$ cat config.mk
export PLATFORM = sky130hd
export DESIGN_NAME = elm_layer_sched
export DESIGN_NICKNAME = d
export VERILOG_FILES = /design/src/rtl/elm_layer_sched.sv
export SDC_FILE = /design/constraint.sdc
export NUM_CORES = 2
export LEC_CHECK = 0
export CAP_MARGIN = 30
export CORE_ASPECT_RATIO = 1.1
export CORE_UTILIZATION = 45
export CTS_CLUSTER_DIAMETER = 100
export DETAILED_ROUTE_END_ITERATION = 12
export PLACE_DENSITY_LB_ADDON = 0.12
export SLEW_MARGIN = 30
export SYNTH_ARGS = -nofsm -noshare
export SYNTH_HDL_FRONTEND = slang
export SYNTH_SLANG_ARGS = --single-unit
$ cat constraint.sdc
create_clock -name clk -period 107.6 [get_ports clk]
set_input_delay 16.14 -clock clk [delete_from_list [all_inputs] [get_ports clk]]
set_output_delay 16.14 -clock clk [all_outputs]
set_load 0.05 [all_outputs]
$ cat src/rtl/elm_layer_sched.sv
// elm_layer_sched: buffers one input feature frame, broadcasts it to a layer
// of neurons as a single gap-free burst, collects every neuron's activation,
// then streams the activations out with the arg-max index on the last beat.
module elm_layer_sched #(
    parameter int DATA_WIDTH  = 16,
    parameter int OUT_WIDTH   = 8,
    parameter int NUM_INPUTS  = 128,
    parameter int NUM_NEURONS = 32,
    parameter int TIMEOUT     = 1024
) (
    input  logic                             clk,
    input  logic                             rst,
    input  logic [DATA_WIDTH-1:0]            in_data,
    input  logic                             in_valid,
    output logic                             in_ready,
    output logic [DATA_WIDTH-1:0]            nrn_in_data,
    output logic                             nrn_in_valid,
    input  logic [NUM_NEURONS*OUT_WIDTH-1:0] nrn_out,
    input  logic [NUM_NEURONS-1:0]           nrn_outvalid,
    output logic [OUT_WIDTH-1:0]             out_data,
    output logic                             out_valid,
    input  logic                             out_ready,
    output logic                             out_last,
    output logic [$clog2(NUM_NEURONS)-1:0]   out_max_idx,
    output logic                             busy,
    output logic                             frame_done,
    output logic                             err_timeout
);
    localparam int AW = $clog2(NUM_INPUTS);
    localparam int CW = $clog2(NUM_INPUTS) + 1;
    localparam int IW = $clog2(NUM_NEURONS);
    localparam int NW = $clog2(NUM_NEURONS) + 1;
    localparam int TW = $clog2(TIMEOUT) + 1;
    localparam logic [CW-1:0] IN_LAST  = CW'(NUM_INPUTS - 1);
    localparam logic [CW-1:0] IN_END   = CW'(NUM_INPUTS);
    localparam logic [NW-1:0] NRN_LAST = NW'(NUM_NEURONS - 1);
    localparam logic [TW-1:0] TMO_LAST = TW'(TIMEOUT - 1);

    typedef enum logic [1:0] {
        S_LOAD  = 2'd0,
        S_BCAST = 2'd1,
        S_WAIT  = 2'd2,
        S_DRAIN = 2'd3
    } state_t;

    state_t state_r, state_s;
    logic                                  timeout_s;
    logic [DATA_WIDTH-1:0]                 buf_mem [NUM_INPUTS];
    logic [CW-1:0]                         wr_cnt_r, bc_cnt_r;
    logic [TW-1:0]                         tmo_cnt_r;
    logic [NW-1:0]                         j_r, j_nxt_s;
    logic [DATA_WIDTH-1:0]                 rd_data_r, nrn_in_data_r;
    logic                                  nrn_in_valid_r, in_ready_r, busy_r;
    logic [NUM_NEURONS-1:0]                mask_r;
    logic [NUM_NEURONS-1:0][OUT_WIDTH-1:0] cap_r;
    logic [OUT_WIDTH-1:0]                  out_data_r;
    logic                                  out_valid_r, out_last_r, frame_done_r, err_timeout_r;
    logic [IW-1:0]                         out_max_idx_r, argmax_s;
    logic                                  in_fire_s, out_fire_s, cap_en_s, drain_entry_s, drain_done_s;

    // Unsigned arg-max over the captured activations; strict compare keeps the lowest index on ties.
    function automatic logic [IW-1:0] argmax_f(input logic [NUM_NEURONS-1:0][OUT_WIDTH-1:0] vals);
        logic [IW-1:0]        idx;
        logic [OUT_WIDTH-1:0] best;
        idx  = '0;
        best = vals[0];
        for (int i = 1; i < NUM_NEURONS; i++) begin
            if (vals[i] > best) begin
                best = vals[i];
                idx  = IW'(i);
            end else begin
                idx  = idx;
            end
        end
        return idx;
    endfunction

    assign in_fire_s     = in_valid && (state_r == S_LOAD);
    assign out_fire_s    = out_valid_r && out_ready;
    assign j_nxt_s       = j_r + NW'(1);
    assign argmax_s      = argmax_f(cap_r);
    // Captures stop on the cycle WAIT is left so the arg-max sees the final cap contents.
    assign cap_en_s      = (state_r == S_WAIT) && (state_s == S_WAIT);
    assign drain_entry_s = (state_r == S_WAIT) && (state_s == S_DRAIN);
    assign drain_done_s  = (state_r == S_DRAIN) && out_fire_s && (j_r == NRN_LAST);

    // State register.
    always_ff @(posedge clk) begin
        if (rst) begin
            state_r <= S_LOAD;
        end else begin
            state_r <= state_s;
        end
    end

    // Next-state decode; a complete mask wins over the timeout in the same cycle.
    always_comb begin
        state_s   = state_r;
        timeout_s = 1'b0;
        case (state_r)
            S_LOAD: begin
                if (in_fire_s && (wr_cnt_r == IN_LAST)) state_s = S_BCAST;
                else                                     state_s = S_LOAD;
            end
            S_BCAST: begin
                if (bc_cnt_r == IN_END) state_s = S_WAIT;
                else                    state_s = S_BCAST;
            end
            S_WAIT: begin
                if (&mask_r) begin
                    state_s = S_DRAIN;
                end else if (tmo_cnt_r == TMO_LAST) begin
                    state_s   = S_DRAIN;
                    timeout_s = 1'b1;
                end else begin
                    state_s = S_WAIT;
                end
            end
            S_DRAIN: begin
                if (drain_done_s) state_s = S_LOAD;
                else              state_s = S_DRAIN;
            end
            default: state_s = S_LOAD;
        endcase
    end

    // Frame buffer write port; contents need no reset since every entry is rewritten per frame.
    always_ff @(posedge clk) begin
        if (in_fire_s) begin
            buf_mem[wr_cnt_r[AW-1:0]] <= in_data;
        end
    end

    // Input write pointer.
    always_ff @(posedge clk) begin
        if (rst) begin
            wr_cnt_r <= '0;
        end else if (in_fire_s) begin
            wr_cnt_r <= (wr_cnt_r == IN_LAST) ? '0 : wr_cnt_r + CW'(1);
        end else begin
            wr_cnt_r <= wr_cnt_r;
        end
    end

    // Broadcast: bc_cnt 0 is the prefetch read, counts 1..NUM_INPUTS emit one beat each without gaps.
    always_ff @(posedge clk) begin
        if (rst) begin
            bc_cnt_r       <= '0;
            rd_data_r      <= '0;
            nrn_in_valid_r <= 1'b0;
            nrn_in_data_r  <= '0;
        end else if (state_r == S_BCAST) begin
            if (bc_cnt_r == IN_END) begin
                bc_cnt_r <= '0;
            end else begin
                bc_cnt_r  <= bc_cnt_r + CW'(1);
                rd_data_r <= buf_mem[bc_cnt_r[AW-1:0]];
            end
            if (bc_cnt_r != CW'(0)) begin
                nrn_in_valid_r <= 1'b1;
                nrn_in_data_r  <= rd_data_r;
            end else begin
                nrn_in_valid_r <= 1'b0;
            end
        end else begin
            nrn_in_valid_r <= 1'b0;
        end
    end

    // Activation capture (first pulse per neuron wins), WAIT cycle counter and sticky timeout flag.
    always_ff @(posedge clk) begin
        if (rst) begin
            mask_r        <= '0;
            cap_r         <= '0;
            tmo_cnt_r     <= '0;
            err_timeout_r <= 1'b0;
        end else begin
            err_timeout_r <= err_timeout_r | timeout_s;
            tmo_cnt_r     <= cap_en_s ? tmo_cnt_r + TW'(1) : '0;
            if (drain_done_s) begin
                mask_r <= '0;
                cap_r  <= '0;
            end else begin
                for (int i = 0; i < NUM_NEURONS; i++) begin
                    if (cap_en_s && nrn_outvalid[i] && !mask_r[i]) begin
                        mask_r[i] <= 1'b1;
                        cap_r[i]  <= nrn_out[i*OUT_WIDTH +: OUT_WIDTH];
                    end
                end
            end
        end
    end

    // Result stream, arg-max register and status flags.
    always_ff @(posedge clk) begin
        if (rst) begin
            j_r           <= '0;
            out_valid_r   <= 1'b0;
            out_data_r    <= '0;
            out_last_r    <= 1'b0;
            out_max_idx_r <= '0;
            frame_done_r  <= 1'b0;
            in_ready_r    <= 1'b1;
            busy_r        <= 1'b0;
        end else begin
            frame_done_r <= drain_done_s;
            in_ready_r   <= (state_s == S_LOAD);
            busy_r       <= (state_s != S_LOAD);
            if (drain_entry_s) begin
                j_r           <= '0;
                out_valid_r   <= 1'b1;
                out_data_r    <= cap_r[0];
                out_last_r    <= (NRN_LAST == NW'(0));
                out_max_idx_r <= argmax_s;
            end else if (drain_done_s) begin
                j_r         <= '0;
                out_valid_r <= 1'b0;
                out_last_r  <= 1'b0;
            end else if ((state_r == S_DRAIN) && out_fire_s) begin
                j_r        <= j_nxt_s;
                out_data_r <= cap_r[j_nxt_s[IW-1:0]];
                out_last_r <= (j_nxt_s == NRN_LAST);
            end else begin
                j_r <= j_r;
            end
        end
    end

    assign in_ready     = in_ready_r;
    assign nrn_in_data  = nrn_in_data_r;
    assign nrn_in_valid = nrn_in_valid_r;
    assign out_data     = out_data_r;
    assign out_valid    = out_valid_r;
    assign out_last     = out_last_r;
    assign out_max_idx  = out_max_idx_r;
    assign busy         = busy_r;
    assign frame_done   = frame_done_r;
    assign err_timeout  = err_timeout_r;
endmodule

==> results.tsv <==
stage	metric	value	unit
drt	remaining antenna violation count	0	
drt	drt drc	0	
critical_path	Worst Setup SP	cap_r[1]$_SDFFE_PP0P_	
timing	Tmin final	68.67	ns
critical_path	R2R cell count	313	
critical_path	Setup crit end	out_max_idx[2]$_SDFFE_PP0P_	
place	IO buf count	343	
logic_synthesis	Post-synth EDFFs	2048	
drt	Total Wirelength	289000	microns
layout	post-route core utilization	52.1	%
timing	Hold Vio Cnt, Final	0	
drt	DRT met1 WL	124000	microns
drt	metal2 WL	144000	microns
logic_synthesis	Synthesis Warnings	0	
critical_path	RR Startpoint	cap_r[1]$_SDFFE_PP0P_	
critical_path	Worst path max stage delay	0.79	ns
clock_network	PostCTS Resize Cnt	0	
global_route	Overflow after GRT	0	
global_route	global-route wire length before repair	420000	microns
logic_synthesis	Mapped Area	0.105	sq mm
timing	Final Worst Setup Slack	38.93	ns
global_route	pin count of the biggest net entering global routing	114	
clock_network	Max H-tree Level	4	
critical_path	Register-to-Register Setup Slack	38.93	ns
logic_synthesis	syn nets	6813	
critical_path	reg2reg end	out_max_idx[2]$_SDFFE_PP0P_	
drt	Iteration-0 DRC Markers	5079	
layout	fillers	18721	
layout	commonest cells after routing, fill and taps aside	edfxtp_1 (2048), mux4_2 (738), nor2_1 (655)	
floorplan	FP Rows	185	
critical_path	Critical Path Most Common Cell	a21oi_1	
drt	vias per cell	5.84	
power	P_leak	0.0385	uW
place	dpl hpwl	188000	microns
timing	final clock skew	0.0602	ns
clock_network	Root Buffer	clkbuf_16	
timing	Slew @ Worst Pin	0.988	ns
clock_network	post-CTS setup buffers	0	
place	Placer Congestion	0.898	
critical_path	data arrival time of the critical path	69.41	ns
clock_network	Clock Sinks	2423	
timing	final-report max-slew violation count	0	
timing	fin crit share	63.8	%
floorplan	Initial Utilization	45.4	%
layout	nets	7301	
power	peak supply drop	0.0182	mV
power	Total Power	1870	uW
floorplan	Core Region	0.232	sq mm
drt	via count	58768	
drt	highest routed layer	met5	
critical_path	Critical Path End Type	flip-flop	
timing	worst rel slew slack	33.9	%
floorplan	io pins	344	
logic_synthesis	synthesized area per cell	16.8	sq um
layout	area delta synth->final	14.8	%
status	status	finished, final reports clean	
power	pwr/cell area	15.5	mW/mm^2
logic_synthesis	Netlist cell types	101	
clock_network	Reg clk slew, reported paths	0.06	ns
logic_synthesis	synthesized flop and latch total	2423	
logic_synthesis	Post-synth ARST share	0	%
layout	layout cells sized above 1	21.1	%
global_route	vias in the first global route	59053	
timing	RSZ-0062 raised after global routing	no	
worst_hold_path	worst min path class	flip-flop to flip-flop	
floorplan	die extent in y	509	microns
place	worst slack, placed	39.48	ns
critical_path	worst endpoint required time	108.34	ns
global_route	gr usage total	24.5	%
clock_network	CTS Hold Bufs	0	
floorplan	Die Area	0.236	sq mm
clock_network	total CTS buffers	238	
timing	final setup violating endpoints	0	
clock_network	CTS tree	yes	
logic_synthesis	Post-synth top flop	edfxtp_1	
clock_network	Max Root-Sink Buffers	3	
logic_synthesis	post-synthesis cell count	6279	
drt	Avg WL per Cell	28.7	microns
floorplan	die width	463	microns
critical_path	Crit Path Category	flip-flop to flip-flop	
critical_path	CP max FO	27	
global_route	initial antenna violation count	11	
critical_path	Critical Path Source Type	flip-flop	
drt	drt first pass iters	5	
layout	most common cell after layout, fill and taps aside	edfxtp_1	
timing	setup TNS	0	ns
drt	Met3 Routed Length	14000	microns
critical_path	Worst path slowest cell	a311oi_4	
logic_synthesis	post-synthesis sequential area ratio	65.6	%
run	max-cap violations	0	
clock_network	Worst-Skew Late Latency	0.90	ns
timing	Max Freq	14.6	MHz
## layout make-up
class	instances	area [sq um]	area share (%)
Antenna cell	3	7.51	0.00622
Timing Repair Buffer	544	4990	4.13
Tap cell	3085	3860	3.20
Clock buffer	310	6370	5.27
Multi-Input combinational cell	3332	34300	28.4
Clock inverter	135	1290	1.07
Inverter	228	856	0.709
Sequential cell	2423	69000	57.2
## worst max-delay path: cells and delay by family, from the launching register on
kind	cells	cell delay, ns
flip-flops	1	0.42
AO/OA/AOI/OAI	147	30.75
AND/OR/NAND/NOR	87	17.42
multiplexers	26	8.09
adder cells (fa/ha/maj)	33	9.61
buffers and inverters	20	2.13
## Yosys cell counts (16+ instances only)
cell	number	area share (%)
a211oi_1	39	0.28
a21o_1	60	0.43
a21oi_1	216	1.0
and2_1	16	0.095
buf_1	62	0.22
clkbuf_1	222	0.79
dfxtp_1	375	7.1
edfxtp_1	2048	58
ha_1	226	2.7
inv_1	228	0.81
mux2_2	59	0.63
mux2i_1	378	3.6
mux4_2	738	16
nand2_1	238	0.85
nand2b_1	23	0.14
nand3_1	68	0.32
nand4_1	45	0.27
nor2_1	682	2.4
nor2b_1	40	0.24
nor3_1	25	0.12
o21a_1	22	0.16
o21ai_0	100	0.48
o21ai_1	19	0.090
xnor2_1	21	0.17
xor2_1	22	0.18
## power by group
part           leakage (uW)  switching [uW]  total (uW)  internal (uW)
Sequential           0.0214           0.395        1020           1020
Combinational        0.0134            23.0        35.5           12.5
Clock               0.00374             360         816            456
## how the worst min path moves through the flow
stage / from / to / depth (start not counted)
final: tmo_cnt_r[0]$_SDFF_PP0_ / tmo_cnt_r[0]$_SDFF_PP0_ / 1
after global routing: rd_data_r[3]$_SDFFE_PP0P_ / nrn_in_data[3]$_SDFFE_PP0P_ / 2
after CTS: tmo_cnt_r[0]$_SDFF_PP0_ / tmo_cnt_r[0]$_SDFF_PP0_ / 1
after detailed placement: tmo_cnt_r[0]$_SDFF_PP0_ / tmo_cnt_r[0]$_SDFF_PP0_ / 1
after global placement: tmo_cnt_r[0]$_SDFF_PP0_ / tmo_cnt_r[0]$_SDFF_PP0_ / 1
after floorplan: tmo_cnt_r[0]$_SDFF_PP0_ / tmo_cnt_r[0]$_SDFF_PP0_ / 1
## flip-flops by register name, summed over array words and instances, names as in the netlist
name,cells
nrn_in_data,16
mask_r,32
j_r,6
out_max_idx,5
nrn_in_valid,1
state_r,2
frame_done,1
tmo_cnt_r,11
bc_cnt_r,8
out_valid,1
wr_cnt_r,8
cap_r,256
in_ready,1
out_data,8
out_last,1
err_timeout,1
busy,1
rd_data_r,16
buf_mem,2048
## routing by layer
| metal | up-vias | global-route usage (%) |
|---|---|---|
| met5 | - | 0 |
| met4 | 4 | 6.51 |
| met3 | 349 | 3.19 |
| met2 | 1750 | 41.5 |
| met1 | 30871 | 33.3 |
| li1 | 25794 | - |
## logic make-up (layout without fill, tap and decap cells)
group / Yosys count / count (layout) / synth area share (%)
multiplexers: 1188 / 1188 / 20.2
adder cells (fa/ha/maj): 232 / 232 / 2.75
AO/OA/AOI/OAI: 622 / 622 / 3.94
flip-flops: 2423 / 2423 / 65.6
AND/OR/NAND/NOR: 1247 / 1247 / 5.24
other: 0 / 3 / 0
buffers and inverters: 524 / 1217 / 1.91
XOR/XNOR: 43 / 43 / 0.358
## stage by stage
stage | hold WS, ns | std cells | cell area [sq um]
CTS | 0.450 | 10056 | 121000
finish | 0.450 | 10060 | 121000
detailed placement | 0.440 | 9611 | 113000
global placement | 0.430 | 9609 | 113000
floorplan | 0.418 | 6279 | 105000
global route | 0.474 | 10060 | 121000
Power figures use the tool's default switching activity.
